`config.mk`:
```
export PLATFORM = sky130hd
export DESIGN_NAME = decoder_3to8
export DESIGN_NICKNAME = d
export VERILOG_FILES = /design/src/rtl/decoder_pkg.sv /design/src/rtl/decoder_3to8_comb.sv /design/src/rtl/decoder_3to8.sv
export SDC_FILE = /design/constraint.sdc
export NUM_CORES = 1
export LEC_CHECK = 0
export ABC_AREA = 1
export CORE_AREA = 2 2 39 41
export CTS_BUF_LIST = sky130_fd_sc_hd__clkbuf_4 sky130_fd_sc_hd__clkbuf_8
export CTS_CLUSTER_DIAMETER = 40
export CTS_CLUSTER_SIZE = 20
export DETAILED_ROUTE_END_ITERATION = 8
export DIE_AREA = 0 0 41 43
export PLACE_DENSITY = 0.54
export SLEW_MARGIN = 20
export SYNTH_ARGS = -nofsm -noshare
export SYNTH_HDL_FRONTEND = slang
export SYNTH_SLANG_ARGS = --single-unit
```
`constraint.sdc`:
```
create_clock -name clk -period 0.8 [get_ports clk]
set_input_delay 0.16 -clock clk [delete_from_list [all_inputs] [get_ports clk]]
set_output_delay 0.16 -clock clk [all_outputs]
set_load 0.05 [all_outputs]
```
`src/rtl/decoder_pkg.sv`:
```
// Shared types and constants for the registered 3-to-8 one-hot decoder.
package decoder_pkg;

  localparam int IN_W  = 3;
  localparam int OUT_W = 8;

  typedef logic [IN_W-1:0]  sel_t;
  typedef logic [OUT_W-1:0] onehot_t;

  localparam onehot_t DEC_IDLE = '0;

endpackage : decoder_pkg

```
`src/rtl/decoder_3to8_comb.sv`:
```
// Pure combinational binary-to-one-hot decode, active-high, gated by en.
// Unknown or disabled selects resolve to DEC_IDLE so X never reaches the flops.
module decoder_3to8_comb
  import decoder_pkg::*;
(
  input  logic [IN_W-1:0]  in,
  input  logic             en,
  output logic [OUT_W-1:0] out
);

  always_comb begin
    out = DEC_IDLE;
    if (en) begin
      case (in)
        3'd0:    out = 8'b0000_0001;
        3'd1:    out = 8'b0000_0010;
        3'd2:    out = 8'b0000_0100;
        3'd3:    out = 8'b0000_1000;
        3'd4:    out = 8'b0001_0000;
        3'd5:    out = 8'b0010_0000;
        3'd6:    out = 8'b0100_0000;
        3'd7:    out = 8'b1000_0000;
        default: out = DEC_IDLE;
      endcase
    end
  end

endmodule : decoder_3to8_comb

```
`src/rtl/decoder_3to8.sv`:
```
// Registered 3-to-8 one-hot decoder with optional active-low output polarity.
// One cycle latency, one select per cycle; out is driven only from flops.
module decoder_3to8 #(
  parameter int IN_W       = 3,
  parameter int OUT_W      = 8,
  parameter bit ACTIVE_LOW = 1'b0
) (
  input  logic             clk,
  input  logic             rst,
  input  logic             en,
  input  logic [IN_W-1:0]  in,
  output logic [OUT_W-1:0] out,
  output logic             out_valid
);

  localparam logic [OUT_W-1:0] INACTIVE = ACTIVE_LOW ? {OUT_W{1'b1}} : {OUT_W{1'b0}};

  logic [OUT_W-1:0] dec_w;
  logic [OUT_W-1:0] out_d;
  logic [OUT_W-1:0] out_q;
  logic             valid_d;
  logic             valid_q;

  decoder_3to8_comb u_comb (
    .in  (in),
    .en  (en),
    .out (dec_w)
  );

  // dec_w is already gated by en and idle on unknown selects, so any set bit
  // means a genuine decode happened this cycle.
  assign valid_d = |dec_w;
  assign out_d   = ACTIVE_LOW ? ~dec_w : dec_w;

  always_ff @(posedge clk) begin
    if (rst) begin
      out_q   <= INACTIVE;
      valid_q <= 1'b0;
    end else begin
      out_q   <= out_d;
      valid_q <= valid_d;
    end
  end

  assign out       = out_q;
  assign out_valid = valid_q;

`ifndef SYNTHESIS
  logic [OUT_W-1:0] out_act;
  assign out_act = ACTIVE_LOW ? ~out_q : out_q;

  a_valid_onehot : assert property (@(posedge clk) disable iff (rst)
    valid_q |-> $onehot(out_act));

  a_idle_inactive : assert property (@(posedge clk) disable iff (rst)
    !valid_q |-> (out_act == decoder_pkg::DEC_IDLE));
`endif

endmodule : decoder_3to8

```
==> out/metrics.json, run 1 <==
{
  "run_status": {"value": "finished with violations"},
  "violations": {"value": "negative setup slack"},
  "class_of_the_most_critical_setup_path": {"value": "flop to output port"},
  "cp.arrival": {"value": 0.72, "unit": "ns"},
  "post_synthesis_sequential_element_count": {"value": 9},
  "worstHoldStart": {"value": "rst"},
  "drt-initial-drc-count": {"value": 9},
  "std_cell_rows": {"value": 14},
  "drt_drc_violations_left": {"value": 0},
  "yosys.area.top_type": {"value": "sky130_fd_sc_hd__dfxtp_1"},
  "min_period": {"value": 0.884, "unit": "ns"},
  "drt-wirelength-per-cell": {"value": 7.23, "unit": "um"},
  "grt_remaining_overflow": {"value": 0},
  "h-tree-depth": {"value": 1},
  "final_area": {"value": 559, "unit": "um^2"},
  "mappedNetlistArea": {"value": 268, "unit": "um^2"},
  "layout-drive-gt1-share": {"value": 46.9, "unit": "%"},
  "buffer_ports.inserted": {"value": 14},
  "dr.pass1.iters": {"value": 4},
  "clk_pin_slew_worst_paths": {"value": 0.06, "unit": "ns"},
  "tritoncts_clock_tree": {"value": "yes"},
  "cellLeakagePower": {"value": 0.000239, "unit": "uW"},
  "syn_inst": {"value": 31},
  "critical_path.endpoint_type": {"value": "output port"},
  "weighted_congestion_at_the_end_of_routability_driven_global_placement": {"value": 0.700},
  "cp_cell_sequence": {"value": "buf_12"},
  "cts_made_buffers": {"value": 3},
  "cp.required": {"value": 0.64, "unit": "ns"},
  "synth_top_area_share": {"value": 67.3, "unit": "%"},
  "worstPathMaxFanout": {"value": 1},
  "setup_viol_count_final": {"value": 9},
  "synth.distinct_cells": {"value": 6},
  "antenna_found_initial": {"value": 0},
  "critPathLaunch": {"value": "out[6]"},
  "fmax": {"value": 1130, "unit": "MHz"},
  "starting_density_of_the_core": {"value": 19.3, "unit": "%"},
  "design.portCount": {"value": 15},
  "worst_pin_slew": {"value": 0.164, "unit": "ns"},
  "ir_worst_vdd": {"value": 0.000805, "unit": "V"},
  "grtUsageTotal": {"value": 8.16, "unit": "%"},
  "die-width": {"value": 41, "unit": "um"},
  "cts_max_path_buffers": {"value": 2},
  "timing.critical_path.buf_inv": {"value": 1},
  "clkSinkCount": {"value": 9},
  "maxCapViolations": {"value": 0},
  "postPlaceCellArea": {"value": 518, "unit": "um^2"},
  "post_synth.cell_area_avg": {"value": 8.64, "unit": "um^2"},
  "routed_wl": {"value": 470, "unit": "um"},
  "ys.warnings.count": {"value": 0},
  "die_h": {"value": 43, "unit": "um"},
  "timing.critical_path.slowest_cell_delay": {"value": 0.34, "unit": "ns"},
  "core_area": {"value": 0.00138, "unit": "mm^2"},
  "vias_in_the_first_global_route": {"value": 206},
  "maxSlewHeadroom": {"value": 89.0, "unit": "%"},
  "clockRootBuffer": {"value": "sky130_fd_sc_hd__clkbuf_4"},
  "design.die.area": {"value": 0.00176, "unit": "mm^2"},
  "final_max_slew_viol_count": {"value": 0},
  "route.detailed.vias_per_inst": {"value": 3.78},
  "worst_path_max_delay_cell": {"value": "sky130_fd_sc_hd__dfxtp_2"},
  "number_of_nets_in_the_layout": {"value": 56},
  "pwr_density_cell": {"value": 1720, "unit": "mW/mm^2"},
  "postRouteAntennaNets": {"value": 0},
  "hold_path.class": {"value": "input pin to flop"},
  "largest_net_degree_at_the_start_of_global_routing": {"value": 6},
  "path_delay_family": {"value": "flip-flops"},
  "seq_area_frac_synth": {"value": 67.3, "unit": "%"},
  "synth_top_cells_by_area": {"value": "sky130_fd_sc_hd__dfxtp_1 (67%), sky130_fd_sc_hd__nor2_1 (13%), sky130_fd_sc_hd__nand2_1 (8.4%)"},
  "period_share": {"value": 110, "unit": "%"},
  "area.growth.synth_to_final": {"value": 109, "unit": "%"},
  "hold_viol_final": {"value": 0},
  "rsz_0062_raised_after_global_routing": {"value": "true"},
  "post-place-ws": {"value": -0.201, "unit": "ns"},
  "overall_via_count_from_detail_route": {"value": 246},
  "setup.worst_path.start_class": {"value": "flop"},
  "timing.final.ws_setup": {"value": -0.0837, "unit": "ns"},
  "grt_pass1_wl": {"value": 862, "unit": "um"},
  "antenna_cells_inserted": {"value": 0},
  "mappedNetlistNets": {"value": 37}
}
## repair_timing
item                       4_1_cts  5_1_grt
setup endpoints to repair        9        9
pin swaps                        0        0
resized for setup                9        0
hold buffers                     0        0
buffers inserted                 0        0
## flip-flops by register name, indices dropped and copies added (netlist names)
| signal | flops |
|---|---|
| out_valid | 1 |
| out | 8 |
## cells by family after synthesis
kind of cell,after synthesis,share of synthesized area [%]
buffers and inverters,4,5.61
DFF,9,67.3
and+or+nand+nor,18,27.1
## layer usage
metal  GRT usage, %  vias to the layer above  part of all wire [%]  wire (um)
met3           6.81                        2                   5.7         27
li1               -                      127                     -          -
met2           10.3                       11                    53        249
met4           8.00                        0                   3.0         14
met1           7.47                      106                    38        178
met5              0                        -                     0          0
## Yosys cell counts, drive strengths merged
| cell type | number |
|---|---|
| nor2 | 10 |
| dfxtp | 9 |
| nand2 | 6 |
| inv | 4 |
| nand3 | 2 |
## stage by stage
step	cells	setup TNS, ns	hold slack [ns]	total power, uW	utilization, %
6_report	65	-0.712	0.496	961	40.4
5_1_grt	65	-1.04	0.502	1020	40.4
4_1_cts	65	-0.847	0.493	982	40.4
3_5_place_dp	61	-1.56	0.608	604	37.4
3_3_place_gp	61	-1.52	0.608	603	37.4
2_1_floorplan	31	0	0.231	525	-
## placed cells by master, fill, tap and decap left out
master                            synthesis  routed
sky130_fd_sc_hd__inv_1                    4       4
sky130_fd_sc_hd__nand3_1                  2       2
sky130_fd_sc_hd__nor2_2                   1       1
sky130_fd_sc_hd__dfxtp_2                  0       9
sky130_fd_sc_hd__buf_12                   0       9
sky130_fd_sc_hd__nand2_1                  6       6
sky130_fd_sc_hd__clkdlybuf4s50_1          0       5
sky130_fd_sc_hd__nor2_1                   9       9
sky130_fd_sc_hd__clkbuf_4                 0       4
## area by class of cell
cell class / count / area, um^2
Fill cell: 135 / 825
Inverter: 4 / 15.0
Timing Repair Buffer: 14 / 230
Clock buffer: 4 / 30.0
Tap cell: 16 / 20.0
Multi-Input combinational cell: 18 / 72.6
Sequential cell: 9 / 191
## worst paths after layout
kind	endpoint	depth (start not counted)
max	out[6]	1
min	out_valid	2
## report_power, final
group | internal (uW) | total (uW) | switching (uW)
Combinational | 64.8 | 129 | 63.8
Clock | 225 | 365 | 141
Sequential | 460 | 467 | 7.16
Note: power is estimated with default switching activity, not from simulation.
==> inputs of run 2 (changes only) <==
Settings changed: SKIP_CTS_REPAIR_TIMING from default to 1.
==> results of run 2 <==
Same layout as run 1: the final DEF is identical, and so are final timing and power.
